`config.mk`:
```
export PLATFORM = sky130hd
export DESIGN_NAME = uart_rx
export DESIGN_NICKNAME = d
export VERILOG_FILES = /design/src/rtl/uart_rx.sv
export SDC_FILE = /design/constraint.sdc
export NUM_CORES = 1
export LEC_CHECK = 0
export BUFFER_PORTS_ARGS = -buffer_cell sky130_fd_sc_hd__clkbuf_2
export CAP_MARGIN = 10
export CORE_MARGIN = 2
export CORE_UTILIZATION = 53
export DETAILED_ROUTE_END_ITERATION = 8
export HOLD_SLACK_MARGIN = 0.02
export PLACE_DENSITY_LB_ADDON = 0.2
export SLEW_MARGIN = 20
export SYNTH_ARGS = -nofsm -noshare
export SYNTH_HDL_FRONTEND = slang
export SYNTH_SLANG_ARGS = --single-unit
export TNS_END_PERCENT = 100
```
`constraint.sdc`:
```
create_clock -name i_clk -period 4.7 [get_ports i_clk]
set_input_delay 0.94 -clock i_clk [delete_from_list [all_inputs] [get_ports i_clk]]
set_output_delay 0.94 -clock i_clk [all_outputs]
set_load 0.02 [all_outputs]
```
`src/rtl/uart_rx.sv`:
```
// 8N1 UART receiver: input synchroniser, mid-bit sampling from a baud
// down-counter, registered one-cycle strobes for good bytes and framing errors.
module uart_rx #(
    parameter int BAUD_CLK_TICKS = 868,
    parameter int SYNC_STAGES    = 2
) (
    input  logic       i_clk,
    input  logic       i_rst,
    input  logic       i_rx_serial_data,
    output logic [7:0] o_rx_parallel_data,
    output logic       o_rx_data_valid,
    output logic       o_rx_frame_error,
    output logic       o_rx_busy
);

    localparam int CW = $clog2(BAUD_CLK_TICKS);
    localparam logic [CW-1:0] FULL_RELOAD = CW'(BAUD_CLK_TICKS - 1);
    localparam logic [CW-1:0] HALF_RELOAD = CW'(BAUD_CLK_TICKS / 2 - 1);

    typedef enum logic [2:0] {IDLE, START, DATA, STOP, BRK} state_t;

    state_t                 state_q, state_d;
    logic [SYNC_STAGES-1:0] sync_q;
    logic                   rx_s;
    logic [CW-1:0]          cnt_q;
    logic                   tick;
    logic [2:0]             idx_q;
    logic [7:0]             shift_q;
    logic                   set_valid, set_ferr;

    // Input synchroniser; flops reset to the idle (high) line level
    always_ff @(posedge i_clk or posedge i_rst) begin
        if (i_rst) sync_q <= '1;
        else       sync_q <= {sync_q[SYNC_STAGES-2:0], i_rx_serial_data};
    end

    assign rx_s = sync_q[SYNC_STAGES-1];
    assign tick = (cnt_q == '0) && (state_q != IDLE);

    // Bit timer: half-bit load on start edge so later ticks land mid-bit
    always_ff @(posedge i_clk or posedge i_rst) begin
        if (i_rst)                          cnt_q <= '0;
        else if (state_q == IDLE && !rx_s)  cnt_q <= HALF_RELOAD;
        else if (tick)                      cnt_q <= FULL_RELOAD;
        else                                cnt_q <= cnt_q - 1'b1;
    end

    // FSM state register
    always_ff @(posedge i_clk or posedge i_rst) begin
        if (i_rst) state_q <= IDLE;
        else       state_q <= state_d;
    end

    // FSM next-state logic
    always_comb begin
        state_d = state_q;
        case (state_q)
            IDLE:  if (!rx_s) state_d = START;
            START: if (tick)  state_d = rx_s ? IDLE : DATA;
            DATA:  if (tick && idx_q == 3'd7) state_d = STOP;
            STOP:  if (tick)  state_d = rx_s ? IDLE : BRK;
            BRK:   if (rx_s)  state_d = IDLE;
            default:          state_d = IDLE;
        endcase
    end

    // FSM outputs: strobe requests at the stop-bit sample
    always_comb begin
        set_valid = (state_q == STOP) && tick &&  rx_s;
        set_ferr  = (state_q == STOP) && tick && !rx_s;
    end

    assign o_rx_busy = (state_q != IDLE);

    // Shift register and bit index; LSB arrives first so shift right
    always_ff @(posedge i_clk or posedge i_rst) begin
        if (i_rst) begin
            shift_q <= '0;
            idx_q   <= '0;
        end else begin
            if (state_q == START && tick) idx_q <= '0;
            if (state_q == DATA && tick) begin
                shift_q <= {rx_s, shift_q[7:1]};
                idx_q   <= idx_q + 3'd1;
            end
        end
    end

    // Output registers: byte updates together with its valid strobe
    always_ff @(posedge i_clk or posedge i_rst) begin
        if (i_rst) begin
            o_rx_parallel_data <= '0;
            o_rx_data_valid    <= 1'b0;
            o_rx_frame_error   <= 1'b0;
        end else begin
            o_rx_data_valid  <= set_valid;
            o_rx_frame_error <= set_ferr;
            if (set_valid) o_rx_parallel_data <= shift_q;
        end
    end

endmodule

```
Word-level counts from Yosys, hierarchy flattened
Index checks and enable logic that the tools add are counted.
- register bits after elaboration: 36
- latch bits: 0
- RAM bits: 0
- ROM bits: 0
- output and inout port bits: 11
- memories: 0
- $add $sub $neg: 2
- $mul: 0
- divide/modulo/power cells: 0
- order comparisons: 0
- eq/ne operators: 10
- shifts and indexed selects: 0
- multiplexer cells: 12
- bitwise operators: 0
- reductions and logical operators: 14
- operator list (operator ; count):
    $mux 3 ; 8
    $mux 10 ; 2
    $pmux 3 s5 ; 1
    $logic_not 10->1 ; 1
    $ne 2x2->1 const B ; 5
    $sub 10x1->10 const B ; 1
    $logic_and 1x1->1 ; 8
    $eq 3x2->1 const B ; 2
    $eq 3x3->1 const B ; 2
    $reduce_and 5->1 ; 1
    $add 3x1->3 const B ; 1
    $eq 3x1->1 const B ; 1
    $logic_not 3->1 ; 1
    $reduce_bool 3->1 ; 1
    $mux 2 ; 1
    $reduce_bool 2->1 ; 1
    $logic_not 1->1 ; 1

Logic depth before layout (Yosys ltp)
Gate-level depths: netlist (run 1).
- depth in word-level cells: 5
- gate-level depth with buffers: 7

Least setup slack after synthesis (run 1)
No wires, ideal clock.
- path kind: register -> output
- start point: register state_q[2]
- end point: output o_rx_busy
- arrival time: 984 ps
- required time: 3760 ps
- slack: 2776 ps
- cell stages (with the launch flop): 3
- buffers on the path: 1
- cell sequence: dfrtp_1 buf_4 or3_1
- longest elaborated chain between the ends: 1
- RTL lines (item ; line ; source):
    start: declaration ; 22 ; state_t state_q, state_d;
    start signal: assignment ; 51 ; else state_q <= state_d;
    $reduce_bool 3->1 ; 73 ; assign o_rx_busy = (state_q != IDLE);
    end: declaration ; 13 ; output logic o_rx_busy
No other way between the ends.

Worst setup path after layout (run 1)
- start point: register state_q[1]
- end point: output o_rx_busy
The elaborated chain is that of the path after synthesis.

==> qor.yml, run 1 <==
global_route:
  grt_pass1_vias: 964
  grt_use_total: 0.166
  grt_antenna_before_repair: 0
  grt_max_degree: 37
  grt_pass1_wl_um: 4400
  overflow: 0
place:
  dp_hpwl_um: 1810
  dp.cells: 182
  portBuffers: 13
  dp_slack_ps: 2650
  gp_congestion: 0.782
route:
  ant_nets: 0
  wl_per_cell_um: 13.9
  drc: 0
  via_count: 1003
  vias_per_cell: 5.31
  drtPass1Iterations: 4
  dr.first_iter.drc_count: 47
  routed_wl_um: 2640
sta:
  layout_setup_ws_ps: 2260
  max_freq_ghz: 0.410
  slew_violations: 0
  period_needed_ps: 2440
  fin_setup_tns_ps: 0
  finalSetupViolCount: 0
  fin_skew_ps: 7.56
  relSlewSlack: 0.525
  final_hold_viol_count: 0
  tightest_slew_ps: 707
  fin_crit_sh: 0.519
  rsz0062_at_grt: "no"
logic_synthesis:
  synth-seq-cells: 36
  yosysTopAreaCell: "dfrtp_1"
  synth-simple-area-share: 0.148
  synthAdderAreaFrac: 0.0295
  synthMuxAreaShare: 0.142
  seq_area_frac_synth: 0.533
  synth-compound-area-share: 0.0687
  synthDominantCellAreaShare: 0.502
  synth_nets: 137
  ys_types: 35
  syn_avg_cell_area_um2: 13.0
  synthCells: 130
  ys_warn_count: 0
  synth_area_leaders: "dfrtp_1 50%, mux2_4 14%, nand3_1 3.5%, dfstp_2 3.1%, ha_1 3.0%"
  synthXorXnorAreaFrac: 0.0310
  synth_top_family_by_area: "simple AND/OR/NAND/NOR gates"
  synthesis.area_um2: 1690
power:
  cellLeakagePower_nw: 0.891
  p_per_area_nw_per_um2: 276
  vdd_ir_drop_max_uv: 184
cts:
  cts.clk_slew.worst_paths_ps: 100
  clock_latency_ps: 340
  cts_buffers: 5
  htree_num_levels: 2
  cts_tree: "done"
  cts-root-buf: "clkbuf_4"
  cts_setup_buffers: 0
  clock_path_buffers: 2
  postCtsHoldBufs: 0
  cts_resized: 0
  numClockSinks: 36
run:
  maxCapViolations: 0
worst_setup_path:
  path_class: "reg2out"
  critPathMaxFanout: 13
  crit_path_end_kind: "output pin"
  critPathRequiredTime_ps: 3760
  worstPathArrival_ps: 1500
  critPathLaunchType: "register"
cells_and_area:
  n_antenna_cell: 0
  syn2layout_area_growth_pct: 7.46
  finalNetCount: 152
  final_cells: 189
  fillers: 267
  drive_gt1_frac: 0.310
floorplanning:
  ioPinCount: 14
  die_h_um: 60.5
  placementRows: 20
  die_x_um: 60.5
  dieArea_um2: 3660
  coreArea_um2: 3050
  initial_core_util: 0.555
min_path:
  min_path_type: "reg2reg"
run_status:
  status: "complete, no violations"
## stage by stage
stage               area [um^2]  power, mW  hold WS, ps  utilization
floorplan                  1690      0.323          345            -
global placement           1760      0.326          346        0.575
detailed placement         1760      0.326          353        0.575
CTS                        1820      0.511          368        0.596
global route               1820      0.525          371        0.596
finish                     1820      0.502          364        0.596
## logic make-up after synthesis
| family | count (synthesis) |
|---|---|
| and+or+nand+nor | 41 |
| AOI/OAI and AO/OA | 17 |
| adders and majority gates | 4 |
| muxes | 16 |
| xor gates and xnor gates | 6 |
| buffers and inverters | 10 |
| DFF | 36 |
## registers in the layout, summed over array words and instances (netlist names)
register and flops:
o_rx_data_valid 1, cnt_q 10, sync_q 2, o_rx_frame_error 1
state_q 3, o_rx_parallel_data 8, idx_q 3, shift_q 8
## per-layer routing
layer  global-route usage  routed length, um  part of all wire  up-vias
met1                0.228               1320              0.50      483
li1                     -                  -                 -      499
met5                    0                  0                 0        -
met4               0.0652                 36             0.014        0
met2                0.239               1180              0.45       17
met3               0.0640                 97             0.037        4
## final cells by class
| cell class | count | area, um^2 | area share |
|---|---|---|---|
| Sequential cell | 36 | 903 | 0.496 |
| Multi-Input combinational cell | 84 | 709 | 0.390 |
| Timing Repair Buffer | 14 | 72.6 | 0.0399 |
| Clock buffer | 7 | 65.1 | 0.0357 |
| Tap cell | 44 | 55.1 | 0.0302 |
| Inverter | 4 | 15.0 | 0.00825 |
## cell usage after synthesis
library cell  number
o31ai_1            4
nor2_1             8
dfstp_2            2
or4_2              1
and3_4             2
a311oi_1           1
inv_1              4
nor3_1             1
a22oi_1            1
buf_12             2
a211oi_1           1
dfrtp_1           34
o21a_1             1
or3_1              1
nor2b_1            1
xnor2_1            3
o31a_1             1
and2_1             1
and3_1             1
buf_4              1
nor4_1             2
a21o_1             2
nand2_1            7
a31oi_1            1
a21oi_1            4
mux2_4            16
nand3b_1           1
clkbuf_1           2
and4_2             1
o21ai_0            1
buf_6              1
ha_1               4
nand3_1           12
xor2_1             3
nor4_4             2
## worst max-delay path, cell delays in order, from the launching register on
cell	delay [ps]
dfrtp_1	530
or3_1	450
clkbuf_2	180
## power by group
| group | internal, mW | leakage (nW) | switching [mW] |
|---|---|---|---|
| combinational | 0.00135 | 0.377 | 0.00606 |
| sequential | 0.311 | 0.476 | 0.000936 |
| clock | 0.0848 | 0.0374 | 0.0979 |
| total | 0.397 | 0.891 | 0.105 |
## worst paths after layout
kind                                         end  slack, ps       start  depth (start not counted)
max                                    o_rx_busy       2260  state_q[1]                          2
min                                    sync_q[1]        360   sync_q[0]                          0
max reg2reg                o_rx_parallel_data[4]       2710    cnt_q[5]                          4
min reg2reg                            sync_q[1]        360   sync_q[0]                          0
max in group asynchronous              sync_q[0]       3700       i_rst                          3
min in group asynchronous             shift_q[4]        650       i_rst                          3
## cell usage in the layout (no fill, tap or decap), types with 2 or more instances in the layout
cell and instances:
clkbuf_4 5, nor4_1 2, o31ai_1 4, clkbuf_2 13
xnor2_1 3, and3_4 2, a21oi_1 4, nand2_1 7
ha_1 4, nand3_1 12, xor2_1 3, dfstp_2 2
a21o_1 2, nor2_1 8, clkbuf_8 2, inv_1 4
dfrtp_1 34, mux2_4 16, nor4_4 2
Power figures use the tool's default switching activity.
==> run 2: changes to the inputs <==
- CORE_UTILIZATION: 53 -> 52
- clock period: 4.7 -> 2.03 ns (I/O delays scaled with it)
==> run 2 against run 1 <==
  * Hold slack worse by 240 ps
  * Via count grew 3.0%
  * First-iteration DRC count increased by 110%
  * Sequential power up 130%
  * Global-route usage is 1.0 points higher
  * Count of clock-buffer cells in the layout stayed put
  * Critical path depth is the same
  * Core utilization down 0.078 points
  * Die area rose by 1.8%
  * Final cell count rose by 1.6%
  * Clock skew about the same
  * Sequential cell count stayed put
  * Critical path type unchanged
  * Largest cell class unchanged
  * Highest routed layer unchanged
==> qor.yml, run 2 (same netlist as run 1, synthesis figures left out) <==
sta:
  max_freq_ghz: 0.517
  relSlewSlack: 0.602
  period_needed_ps: 1930
  fin_skew_ps: 8.06
  slew_violations: 0
  tightest_slew_ps: 592
  fin_setup_tns_ps: 0
  final_hold_viol_count: 0
  finalSetupViolCount: 0
  fin_crit_sh: 0.952
  rsz0062_at_grt: "no"
floorplanning:
  placementRows: 20
  dieArea_um2: 3730
  die_h_um: 61.1
  initial_core_util: 0.550
  coreArea_um2: 3080
  die_x_um: 61.1
  ioPinCount: 14
place:
  gp_congestion: 0.798
  portBuffers: 13
  place_area_um2: 1770
  dp_hpwl_um: 1940
power:
  vdd_ir_drop_max_uv: 433
  p_per_area_nw_per_um2: 627
  cellLeakagePower_nw: 0.896
global_route:
  grt_pass1_wl_um: 4690
  grt_pass1_vias: 997
  grt_antenna_before_repair: 0
  grt_use_total: 0.176
  overflow: 0
  grt_max_degree: 37
route:
  routed_wl_um: 2800
  via_count: 1033
  wl_per_cell_um: 14.6
  vias_per_cell: 5.38
  drtPass1Iterations: 4
  ant_nets: 0
  dr.first_iter.drc_count: 98
  drc: 0
cts:
  cts_setup_buffers: 0
  cts_tree: "done"
  cts-root-buf: "clkbuf_4"
  clock_path_buffers: 2
  clock_latency_ps: 340
  cts.clk_slew.worst_paths_ps: 110
  cts_buffers: 5
  htree_num_levels: 2
  numClockSinks: 36
  postCtsHoldBufs: 0
  cts_resized: 0
cells_and_area:
  mostFrequentLayoutCell: "dfrtp_1"
  syn2layout_area_growth_pct: 8.20
  postLayoutCellArea_um2: 1830
  finalNetCount: 154
  n_antenna_cell: 0
  reg_top3: "cnt_q (10), o_rx_parallel_data (8), shift_q (8)"
  final_cell_mix: "34 x dfrtp_1, 16 x mux2_4, 13 x clkbuf_2, 12 x nand3_1, 8 x nor2_1"
  largest-register: "cnt_q"
  drive_gt1_frac: 0.318
  largest_reg_flops: 10
worst_setup_path:
  crit_path_end_kind: "output pin"
  critPathMaxFanout: 13
  critPathLaunchType: "register"
  critPathRequiredTime_ps: 1620
  worstPathArrival_ps: 1530
  path_class: "reg2out"
run_status:
  status: "complete, no violations"
run:
  maxCapViolations: 0
min_path:
  min_path_type: "in2async"
[run 2: routing by layer]
metal  up-vias  GRT usage  wire, um
met5         -          0         0
met2        21      0.260      1300
met1       508      0.242      1330
met4         0     0.0901        54
met3         8     0.0441       109
li1        496          -         -
[run 2: per-stage QoR]
stage	worst slack [ps]	utilization	instances	total power [mW]	hold slack (ps)
2_1_floorplan	262	-	130	0.747	345
3_3_place_gp	278	0.575	184	0.754	348
3_5_place_dp	209	0.575	184	0.755	353
4_1_cts	82.8	0.596	192	1.16	123
5_1_grt	6.19	0.596	192	1.19	120
6_report	96.9	0.596	192	1.15	123
[run 2: path summary, 6_finish.rpt]
check                                 startpoint               endpoint  slack, ps  depth (start not counted)
worst max register to register          cnt_q[5]  o_rx_parallel_data[2]        190                          4
max in group asynchronous                  i_rst              sync_q[1]       1570                          3
worst min-delay path                       i_rst               cnt_q[4]        120                          3
worst min register to register         sync_q[0]              sync_q[1]        370                          0
worst max-delay path                  state_q[1]              o_rx_busy        100                          2
min in group i_clk              i_rx_serial_data              sync_q[0]        130                          1
[run 2: final cells by class]
cell class / count / area [um^2]
clock buffer: 7 / 55.1
multi-input combinational: 84 / 709
inverter: 4 / 15.0
tap: 44 / 55.1
clock inverter: 1 / 7.51
sequential: 36 / 903
timing repair buffer: 16 / 87.6
fill: 256 / 1240
[run 2: critical path, cell delays in order, from the launching register on]
cell,delay [ps]
dfrtp_1,530
or3_1,470
clkbuf_2,190
[run 2: power breakdown]
part | internal, mW | total [mW] | switching (mW)
Clock | 0.170 | 0.410 | 0.241
Combinational | 0.00312 | 0.0169 | 0.0138
Sequential | 0.720 | 0.723 | 0.00206
